**src/rtl/rgb_pwm_driver.sv**
```systemverilog
// Three-channel 8-bit PWM driver for an RGB LED fed from the lights selector word {R,G,B}.
// Optional build macro FULL_ON_EN: duty 8'hFF holds a channel continuously high.
module rgb_pwm_driver #(
  parameter int unsigned PRESCALE = 1
) (
  input  logic        clk,
  input  logic        rst,
  input  logic        enable,
  input  logic [23:0] light,
  output logic        pwm_r,
  output logic        pwm_g,
  output logic        pwm_b,
  output logic        period_start
);

  localparam int unsigned PW = (PRESCALE > 1) ? $clog2(PRESCALE) : 1;
  localparam logic [PW-1:0] PRESC_MAX = PW'(PRESCALE - 1);

  logic [PW-1:0] presc;
  logic [7:0]    cnt;
  logic [7:0]    duty_r;
  logic [7:0]    duty_g;
  logic [7:0]    duty_b;
  logic          tick;
  logic          wrap;
  logic          pwm_r_nxt;
  logic          pwm_g_nxt;
  logic          pwm_b_nxt;

  assign tick = (presc == PRESC_MAX);
  // cnt idles at 8'hFF while disarmed, so the first enabled edge is always a wrap
  assign wrap = tick && (cnt == 8'hFF);

  always_comb begin
    pwm_r_nxt = 1'b0;
    pwm_g_nxt = 1'b0;
    pwm_b_nxt = 1'b0;
`ifdef FULL_ON_EN
    pwm_r_nxt = (duty_r == 8'hFF) || (cnt < duty_r);
    pwm_g_nxt = (duty_g == 8'hFF) || (cnt < duty_g);
    pwm_b_nxt = (duty_b == 8'hFF) || (cnt < duty_b);
`else
    pwm_r_nxt = (cnt < duty_r);
    pwm_g_nxt = (cnt < duty_g);
    pwm_b_nxt = (cnt < duty_b);
`endif
  end

  always_ff @(posedge clk) begin
    if (rst || !enable) begin
      presc        <= PRESC_MAX;
      cnt          <= 8'hFF;
      duty_r       <= '0;
      duty_g       <= '0;
      duty_b       <= '0;
      pwm_r        <= 1'b0;
      pwm_g        <= 1'b0;
      pwm_b        <= 1'b0;
      period_start <= 1'b0;
    end else begin
      presc <= tick ? '0 : presc + PW'(1);
      if (tick) begin
        cnt <= cnt + 8'd1;
      end
      // shadow duties only move at the period boundary
      if (wrap) begin
        duty_r <= light[23:16];
        duty_g <= light[15:8];
        duty_b <= light[7:0];
      end
      period_start <= wrap;
      pwm_r        <= pwm_r_nxt;
      pwm_g        <= pwm_g_nxt;
      pwm_b        <= pwm_b_nxt;
    end
  end

endmodule

```
**config.mk**
```make
export PLATFORM = sky130hd
export DESIGN_NAME = rgb_pwm_driver
export DESIGN_NICKNAME = d
export VERILOG_FILES = /design/src/rtl/rgb_pwm_driver.sv
export SDC_FILE = /design/constraint.sdc
export NUM_CORES = 1
export LEC_CHECK = 0
export ABC_AREA = 1
export BUFFER_PORTS_ARGS = -buffer_cell sky130_fd_sc_hd__buf_2
export CAP_MARGIN = 20
export CELL_PAD_IN_SITES_DETAIL_PLACEMENT = 0
export CELL_PAD_IN_SITES_GLOBAL_PLACEMENT = 1
export CORE_ASPECT_RATIO = 1.5
export CORE_UTILIZATION = 44
export CTS_CLUSTER_DIAMETER = 120
export DETAILED_ROUTE_END_ITERATION = 10
export PLACE_DENSITY_LB_ADDON = 0.1
export SLEW_MARGIN = 25
export SYNTH_ARGS = -nofsm -noshare
export SYNTH_HDL_FRONTEND = slang
export SYNTH_SLANG_ARGS = --single-unit
```
**constraint.sdc**
```tcl
create_clock -name clk -period 4.1 [get_ports clk]
set_input_delay 0.615 -clock clk [delete_from_list [all_inputs] [get_ports clk]]
set_output_delay 0.615 -clock clk [all_outputs]
set_load 0.01 [all_outputs]
```
Word-level counts from Yosys, hierarchy flattened. Cells that the tools add are included.

Register bits: 37. Output and inout bits: 4. Logic and storage cells: 20. Bits of input ports: 27.

$add $sub $neg: 2. Bitwise logic cells: 1. $lt $le $gt $ge: 3. Eq/ne operators: 1. Reduce and logical (&&, ||, !) cells: 4.

Operators by type and width (count): $lt 8x8->1 (3); $add 8x1->8 const B (1); $eq 8x8->1 const B (1); $reduce_or 2->1 (1); $add 1x1->1 const B (1); $logic_and 1x1->1 (1); $logic_not 1->1 (1); $logic_or 1x1->1 (1); $not 1->1 (1).

Depth between registers and ports, before layout. Gate-level depths: netlist of the first run.

Word-level depth: 3. Mapped depth: 7. Mapped depth without buffers: 7.

Least setup slack after synthesis of the first run. OpenSTA, ideal clock, no wires.

Path kind: reg2reg. Start: register cnt[1]. End: register cnt[6]. Period minus slack after synthesis: 1.444 ns. Buffers on the path: 1. Setup slack: 2.656 ns. Required time: 3.967 ns. Stages on the path, launching flop included: 8. Data arrival time: 1.311 ns. Setup time: 0.133 ns. Path through: dfxtp_1 > ha_1 > nand2_2 > nor3_4 > buf_6 > nand2_1 > nand2_1 > nand3_1.

Word-level cells in the longest chain between the ends: 1.

Ends and longest elaborated chain: start, declared (RTL line 20) `logic [7:0] cnt;`; start signal, assigned (RTL line 63) `cnt <= cnt + 8'd1;`; $add 8x1->8 (RTL line 63).

No other way between the ends. A chain may end at the register's enable or synchronous reset.

Worst setup path after layout of the first run. Ends and elaborated chain as after synthesis.

==> flow_metrics.tcl, run 1 <==
set metrics [dict create \
    syn_nets 361 \
    rows 30 \
    dp.cells 396 \
    crit_top_cell "nand2_1" \
    cts_hold_buf 0 \
    firstDrtPassIters 4 \
    coreArea_um2 4620 \
    finalCritPeriodShare_pct 53.3 \
    io_pins 31 \
    worstMarginPinSlew_ns 0.852 \
    cts_tree "built" \
    min_period_ns 2.19 \
    maxCapViolCount 0 \
    h-tree-depth 2 \
    synth_cell_types 19 \
    diodes 0 \
    fin_ws_ns 1.91 \
    synth_edf_count 0 \
    arrival_ns 2.32 \
    worst_path_dominant_cell_family "simple AND/OR/NAND/NOR gates" \
    wl_per_cell_um 10.7 \
    regToRegEndpoint "cnt[6]$_SDFFE_PP1N_" \
    initial_core_util_pct 47.0 \
    insertion_delay_ns 0.29 \
    status "completed" \
    p_leak_nw 1.19 \
    synthCells 312 \
    drt_wl_total_mm 4.34 \
    worstPathCellList "ha_1 -> nand2_2 -> nor3_4 -> buf_4 -> nand2_1 -> nand2_1 -> nand3_1" \
    async_reset_ff_share_pct 0 \
    avgSynthCellArea_um2 6.95 \
    synth_area_leaders "dfxtp_1, ha_1, inv_1, nand2_1, a21oi_1" \
    relSlewSlack_pct 43.1 \
    seqCellArea_um2 741 \
    area_delta_synth_final_pct 11.3 \
    ant_nets 0 \
    port_buffers 30 \
    drive_gt1_share_pct 13.2 \
    finalHoldViolCount 0 \
    regToRegSetupSlack_ns 1.91 \
    syn_area_um2 2170 \
    die_w_um 59.3 \
    yosysMostFrequentCell "inv_1" \
    die-area_um2 5220 \
    root_buffer "clkbuf_8" \
    rsz0062_at_grt "no" \
    yosys.area.top_type "dfxtp_1" \
    cp_max_fo 34 \
    worst_hold_slack_ns 0.483 \
    drt-initial-drc-count 75 \
    synth_seq_area_share_pct 34.2 \
    hpwl_mm 3.11 \
    vdd_drop_max_uv 195 \
    finalSetupViolCount 0 \
    place_area_um2 2310 \
    path_clk_slew_ns 0.08 \
    ys.flop_type "dfxtp_1" \
    gr-usage-all-layers_pct 18.9 \
    end_kind "flop" \
    synth-seq-cells 37 \
    p_per_area_nw_per_um2 351 \
    fin_area_um2 2410 \
    place_ws_ns 1.91 \
    timing.fmax_mhz 457 \
    synth_top_area_share_pct 34.2 \
    clock_path_buffers 2 \
    nets 388 \
    path_buf_inv 1 \
    hold_end "duty_b[6]$_SDFFE_PP0P_" \
    die_h_um 88.0 \
    multi_input_area_um2 1080 \
    post_cts_resized 0 \
    drc 0 \
    grt_pass1_wl_mm 7.45 \
    fillers 506 \
    numCtsBuffers 5 \
    stdcell_count 404 \
    critPathMaxStageDelay_ns 0.58 \
    vias 1852 \
    utilization_pct 52.3 \
    hold_class "flop to flop" \
    cp_slowest_cell "nor3_4" \
    power_mw 0.848 \
    r2r_cells 7 \
    fin_skew_ns 0.00612 \
    grt-ovfl-total 0 \
    synth_warnings 0 \
    grt_pass1_vias 1693 \
    hp-start "duty_b[6]$_SDFFE_PP0P_" \
    cts.sinks 37 \
    cts_setup_buffers 0 \
    grt_max_degree 43 \
    cp-start-kind "flop" \
    routed_via_density 4.58 \
    finalSetupTns_ns 0 \
    antenna_found_initial 0 \
    hold_depth 2 \
    synth_commonest_cells "inv_1, nand2_1, a21oi_1, dfxtp_1, nand3_1" \
    drv_slew 0 \
    routabilityCongestion 0.789 \
    path_class "flop to flop" \
    r2r-start "cnt[1]$_SDFFE_PP1N_" \
    critPathRequiredTime_ns 4.24 \
]
[power breakdown]
part / switching (mW) / internal (mW) / leakage (nW)
clock network: 0.131 / 0.152 / 0.0542
registers: 0.0169 / 0.378 / 0.302
logic: 0.103 / 0.0668 / 0.834
total: 0.251 / 0.597 / 1.19
[layer usage]
layer,track usage (%),routed length [um],up-vias
met4,7.14,43,0
met1,21.7,2070,801
li1,-,-,1027
met2,33.8,2150,20
met3,3.40,75,4
met5,0,0,-
[placed cells by master (no fill, tap or decap)]
cell and count:
nor2_2 1, inv_1 63, clkbuf_8 7, nor2_1 29, nand2_1 61, buf_4 3
clkinv_2 1, o21bai_1 3, conb_1 1, nor3_1 1, dfxtp_1 37, buf_2 30
nand2_2 1, nor3_4 2, o21ai_0 5, a21oi_1 37, nand4_1 2, ha_1 22
nand3_1 34
[how the worst max path moves through the flow]
stage | cells after the start | endpoint | start
floorplan | 7 | cnt[6]$_SDFFE_PP1N_ | cnt[1]$_SDFFE_PP1N_
global placement | 5 | pwm_r$_SDFF_PP0_ | rst
detailed placement | 7 | cnt[6]$_SDFFE_PP1N_ | cnt[1]$_SDFFE_PP1N_
CTS | 7 | cnt[6]$_SDFFE_PP1N_ | cnt[1]$_SDFFE_PP1N_
global route | 7 | duty_r[1]$_SDFFE_PP0P_ | cnt[1]$_SDFFE_PP1N_
finish | 7 | cnt[6]$_SDFFE_PP1N_ | cnt[1]$_SDFFE_PP1N_
[tightest hold or removal path, cell delays in order (launching register included)]
cell,delay [ns]
dfxtp_1,0.33
a21oi_1,0.04
nor2_1,0.08
[kinds of logic (layout without fill, tap and decap cells)]
logic type                 Yosys count  count (layout)  synth area share, %
other                                1               1                0.173
AOI/OAI and AO/OA                   45              45                 10.7
DFF                                 37              37                 34.2
buffers and inverters               76             104                 16.0
and+or+nand+nor                    131             131                 26.2
adders and majority gates           22              22                 12.7
[state kept, by name, indices dropped and copies added, names as in the netlist]
signal,flops
pwm_b,1
duty_b,8
pwm_g,1
duty_g,8
period_start,1
cnt,8
presc,1
duty_r,8
pwm_r,1
[area by class of cell]
type,instances,share of cell area [%]
Multi-Input combinational cell,199,44.8
Tap cell,64,3.32
Timing Repair Buffer,33,7.15
Clock buffer,7,3.99
Clock inverter,1,0.207
Sequential cell,37,30.7
Inverter,63,9.80
No activity file was read; power rests on OpenSTA's default activity.
==> inputs of run 2 (changes only) <==
--- a/config.mk
+++ b/config.mk
@@ -11,7 +11,7 @@
 export CELL_PAD_IN_SITES_DETAIL_PLACEMENT = 0
 export CELL_PAD_IN_SITES_GLOBAL_PLACEMENT = 1
 export CORE_ASPECT_RATIO = 1.5
-export CORE_UTILIZATION = 44
+export CORE_UTILIZATION = 41
 export CTS_CLUSTER_DIAMETER = 120
 export DETAILED_ROUTE_END_ITERATION = 10
 export PLACE_DENSITY_LB_ADDON = 0.1
==> constraint.sdc (replaced) <==
create_clock -name clk -period 2.1 [get_ports clk]
set_input_delay 0.315 -clock clk [delete_from_list [all_inputs] [get_ports clk]]
set_output_delay 0.315 -clock clk [all_outputs]
set_load 0.01 [all_outputs]
==> flow_metrics.tcl, run 2 (synthesis results as in run 1) <==
set metrics [dict create \
    numCtsBuffers 5 \
    cts_setup_buffers 0 \
    layout_common_cells "inv_1, nand2_1, a21oi_1, dfxtp_1, nand3_1" \
    coreArea_um2 5120 \
    hold_class "input pin to flop" \
    wl_per_cell_um 10.5 \
    fin_ws_ns 0.487 \
    utilization_pct 48.0 \
    port_buffers 30 \
    rows 32 \
    vdd_drop_max_uv 399 \
    critPathRequiredTime_ns 2.28 \
    grt_pass1_wl_mm 7.67 \
    layout_commonest_cell "inv_1" \
    insertion_delay_ns 0.28 \
    drt_wl_total_mm 4.31 \
    die_h_um 91.1 \
    finalSetupViolCount 0 \
    drv_slew 0 \
    gr-usage-all-layers_pct 18.4 \
    drt-initial-drc-count 45 \
    finalHoldViolCount 0 \
    rsz0062_at_grt "no" \
    routabilityCongestion 0.765 \
    io_pins 31 \
    worst_hold_slack_ns 0.302 \
    place_ws_ns 0.470 \
    path_clk_slew_ns 0.07 \
    firstDrtPassIters 4 \
    cp_max_fo 48 \
    status "completed" \
    p_leak_nw 1.21 \
    grt_max_degree 49 \
    cts_hold_buf 0 \
    finalCritPeriodShare_pct 76.8 \
    arrival_ns 1.79 \
    initial_core_util_pct 42.3 \
    area_delta_synth_final_pct 13.5 \
    maxCapViolCount 0 \
    ant_nets 0 \
    hpwl_mm 3.16 \
    h-tree-depth 2 \
    drive_gt1_share_pct 14.2 \
    grt-ovfl-total 0 \
    nets 392 \
    root_buffer "clkbuf_8" \
    place_area_um2 2360 \
    cp-start-kind "flop" \
    min_period_ns 1.61 \
    p_per_area_nw_per_um2 673 \
    fin_area_um2 2460 \
    antenna_found_initial 0 \
    end_kind "flop" \
    vias 1919 \
    cts_tree "built" \
    grt_pass1_vias 1812 \
    finalSetupTns_ns 0 \
    clock_path_buffers 2 \
    die-area_um2 5590 \
    path_class "flop to flop" \
    timing.fmax_mhz 620 \
    diodes 0 \
    fin_skew_ns 0.00566 \
    post_cts_resized 0 \
    die_w_um 61.4 \
    drc 0 \
    routed_via_density 4.66 \
    cts.sinks 37 \
]
[run 2: changes by cell type in the layout (fill, tap and decap cells not counted), sizes merged]
cell,delta
buf,+4
[run 2: stage by stage]
step,instances,total power [mW]
floorplan,312,1.07
global placement,404,1.14
detailed placement,404,1.15
CTS,412,1.70
global route,412,1.79
finish,412,1.66
[run 2: path summary, 6_finish.rpt]
path | from | to | slack (ns) | depth (start not counted)
max reg2reg | cnt[1]$_SDFFE_PP1N_ | duty_g[2]$_SDFFE_PP0P_ | 0.49 | 7
max | cnt[1]$_SDFFE_PP1N_ | duty_g[2]$_SDFFE_PP0P_ | 0.49 | 7
min | rst | cnt[7]$_SDFFE_PP1N_ | 0.30 | 3
min reg2reg | duty_g[6]$_SDFFE_PP0P_ | duty_g[6]$_SDFFE_PP0P_ | 0.48 | 2
[run 2: area by class of cell]
| type | instances | area (um2) |
|---|---|---|
| Tap cell | 68 | 85.1 |
| Multi-Input combinational cell | 199 | 1080 |
| Fill cell | 616 | 2660 |
| Inverter | 63 | 236 |
| Clock inverter | 1 | 5.00 |
| Timing Repair Buffer | 37 | 215 |
| Clock buffer | 7 | 96.3 |
| Sequential cell | 37 | 741 |
[run 2: report_power, final]
group          total, mW  switching, mW  internal, mW
Sequential         0.766         0.0283         0.738
Combinational      0.353          0.207         0.145
Clock              0.539          0.242         0.296
Total               1.66          0.478          1.18
[run 2: critical path, cell delays in order, from the launching register on]
cell	delay (ns)
dfxtp_1	0.46
ha_1	0.23
nand2_2	0.08
nor3_4	0.25
buf_12	0.25
nand3_1	0.09
nand2_1	0.08
nor2_1	0.04
[run 2: layer usage]
layer / vias to the layer above / track usage (%) / wire (um)
li1: 1037 / - / -
met1: 853 / 21.5 / 1920
met2: 25 / 31.3 / 2240
met3: 4 / 4.27 / 106
met4: 0 / 7.04 / 47
met5: - / 0 / 0
==> inputs of run 3 (changes only) <==
==> constraint.sdc (replaced) <==
create_clock -name clk -period 1.5 [get_ports clk]
set_input_delay 0.225 -clock clk [delete_from_list [all_inputs] [get_ports clk]]
set_output_delay 0.225 -clock clk [all_outputs]
set_load 0.01 [all_outputs]
==> flow_metrics.tcl, run 3 (synthesis results as in run 1) <==
set metrics [dict create \
    maxCapViolCount 0 \
    finalHoldViolCount 0 \
    status "completed" \
    stdcell_count 423 \
    fin_skew_ns 0.0118 \
    sw_frac_of_total_pct 31.6 \
    routed_via_density 4.70 \
    root_buffer "clkbuf_8" \
    insertion_delay_ns 0.30 \
    cts_tree "built" \
    port_buffers 30 \
    ant_nets 0 \
    finalSetupViolCount 0 \
    cp-start-kind "flop" \
    fillers 593 \
    utilization_pct 51.0 \
    hold_class "input pin to flop" \
    clkPwrFrac_pct 28.7 \
    firstDrtPassIters 4 \
    vdd_drop_max_uv 422 \
    grt_pass1_wl_mm 7.83 \
    finalSetupTns_ns 0 \
    net-switching-power_mw 0.763 \
    cts.sinks 37 \
    drv_slew 0 \
    arrival_ns 1.61 \
    diodes 0 \
    power_frac_seq_pct 44.3 \
    clock_path_buffers 2 \
    internal_power_mw 1.65 \
    critPathRequiredTime_ns 1.69 \
    grt_pass1_vias 1729 \
    p_per_area_nw_per_um2 925 \
    die-area_um2 5590 \
    end_kind "flop" \
    rows 32 \
    antenna_found_initial 0 \
    drt-initial-drc-count 64 \
    initial_core_util_pct 42.3 \
    numCtsBuffers 5 \
    grt-ovfl-total 0 \
    die_w_um 61.4 \
    hpwl_mm 3.20 \
    comb_power_share_pct 27.0 \
    area_delta_synth_final_pct 20.5 \
    path_class "flop to flop" \
    coreArea_um2 5120 \
    cp_max_fo 7 \
    dp.cells 409 \
    min_period_ns 1.43 \
    drive_gt1_share_pct 17.7 \
    drc 0 \
    path_clk_slew_ns 0.08 \
    drt_wl_total_mm 5.16 \
    grt_max_degree 52 \
    layout_commonest_cell "inv_1" \
    h-tree-depth 2 \
    io_pins 31 \
    finalCritPeriodShare_pct 95.1 \
    die_h_um 91.1 \
    gr-usage-all-layers_pct 19.0 \
    worst_hold_slack_ns 0.201 \
    p_leak_nw 1.28 \
    timing.fmax_mhz 701 \
    nets 403 \
    vias 1987 \
    layout_common_cells "inv_1, nand2_1, a21oi_1" \
    cts_hold_buf 0 \
    wl_per_cell_um 12.2 \
    routabilityCongestion 0.750 \
]
==> run 3: power groups by stage <==
stage                     clock network [mW]  logic [mW]  registers [mW]
after CTS                              0.712       0.532            1.07
after floorplan                            0       0.414            1.09
after detailed placement                   0       0.530            1.09
after global routing                   0.765       0.744            1.08
final                                  0.694       0.652            1.07
after global placement                     0       0.525            1.09
==> run 3: through the flow <==
step | power (mW) | area (um2) | setup WS (ns)
after floorplan | 1.50 | 2170 | 0.0564
after global placement | 1.62 | 2410 | 0.0979
after detailed placement | 1.62 | 2410 | 0.0961
after CTS | 2.31 | 2490 | 0.0800
after global routing | 2.59 | 2610 | -0.00994
final | 2.42 | 2610 | 0.0737
==> run 3: layer usage <==
metal | up-vias | part of all wire, % | wire length [um] | track usage (%)
met1 | 900 | 44 | 2290 | 23.8
met2 | 24 | 52 | 2660 | 30.3
met3 | 8 | 2.0 | 105 | 3.85
met4 | 0 | 1.9 | 98 | 8.52
li1 | 1055 | - | - | -
met5 | - | 0 | 0 | 0
==> run 3: layout make-up <==
class / instances / area, um2 / share of cell area [%]
Sequential cell: 37 / 744 / 28.5
Clock inverter: 2 / 10.0 / 0.383
Multi-Input combinational cell: 199 / 1100 / 42.1
Timing Repair Buffer: 48 / 364 / 13.9
Tap cell: 68 / 85.1 / 3.26
Clock buffer: 6 / 72.6 / 2.78
Inverter: 63 / 236 / 9.05
==> run 3: final timing paths <==
kind / from / end / slack [ns] / cells after the start
worst max-delay path: cnt[1]$_SDFFE_PP1N_ / duty_g[7]$_SDFFE_PP0P_ / 0.07 / 8
worst min-delay path: rst / cnt[1]$_SDFFE_PP1N_ / 0.20 / 3
worst max register to register: cnt[1]$_SDFFE_PP1N_ / duty_g[7]$_SDFFE_PP0P_ / 0.07 / 8
worst min register to register: duty_r[3]$_SDFFE_PP0P_ / duty_r[3]$_SDFFE_PP0P_ / 0.48 / 2
==> run 3: repair_timing <==
action	CTS	global route
resized for setup	0	8
setup endpoints to repair	0	23
setup buffers	0	1
==> run 3: worst max-delay path: stages (launching register included) <==
cell	delay, ns
dfxtp_2	0.36
ha_4	0.15
nand2_4	0.06
nor3_4	0.25
buf_6	0.18
clkbuf_16	0.16
nand3_1	0.06
nand2_1	0.06
nor2_1	0.03
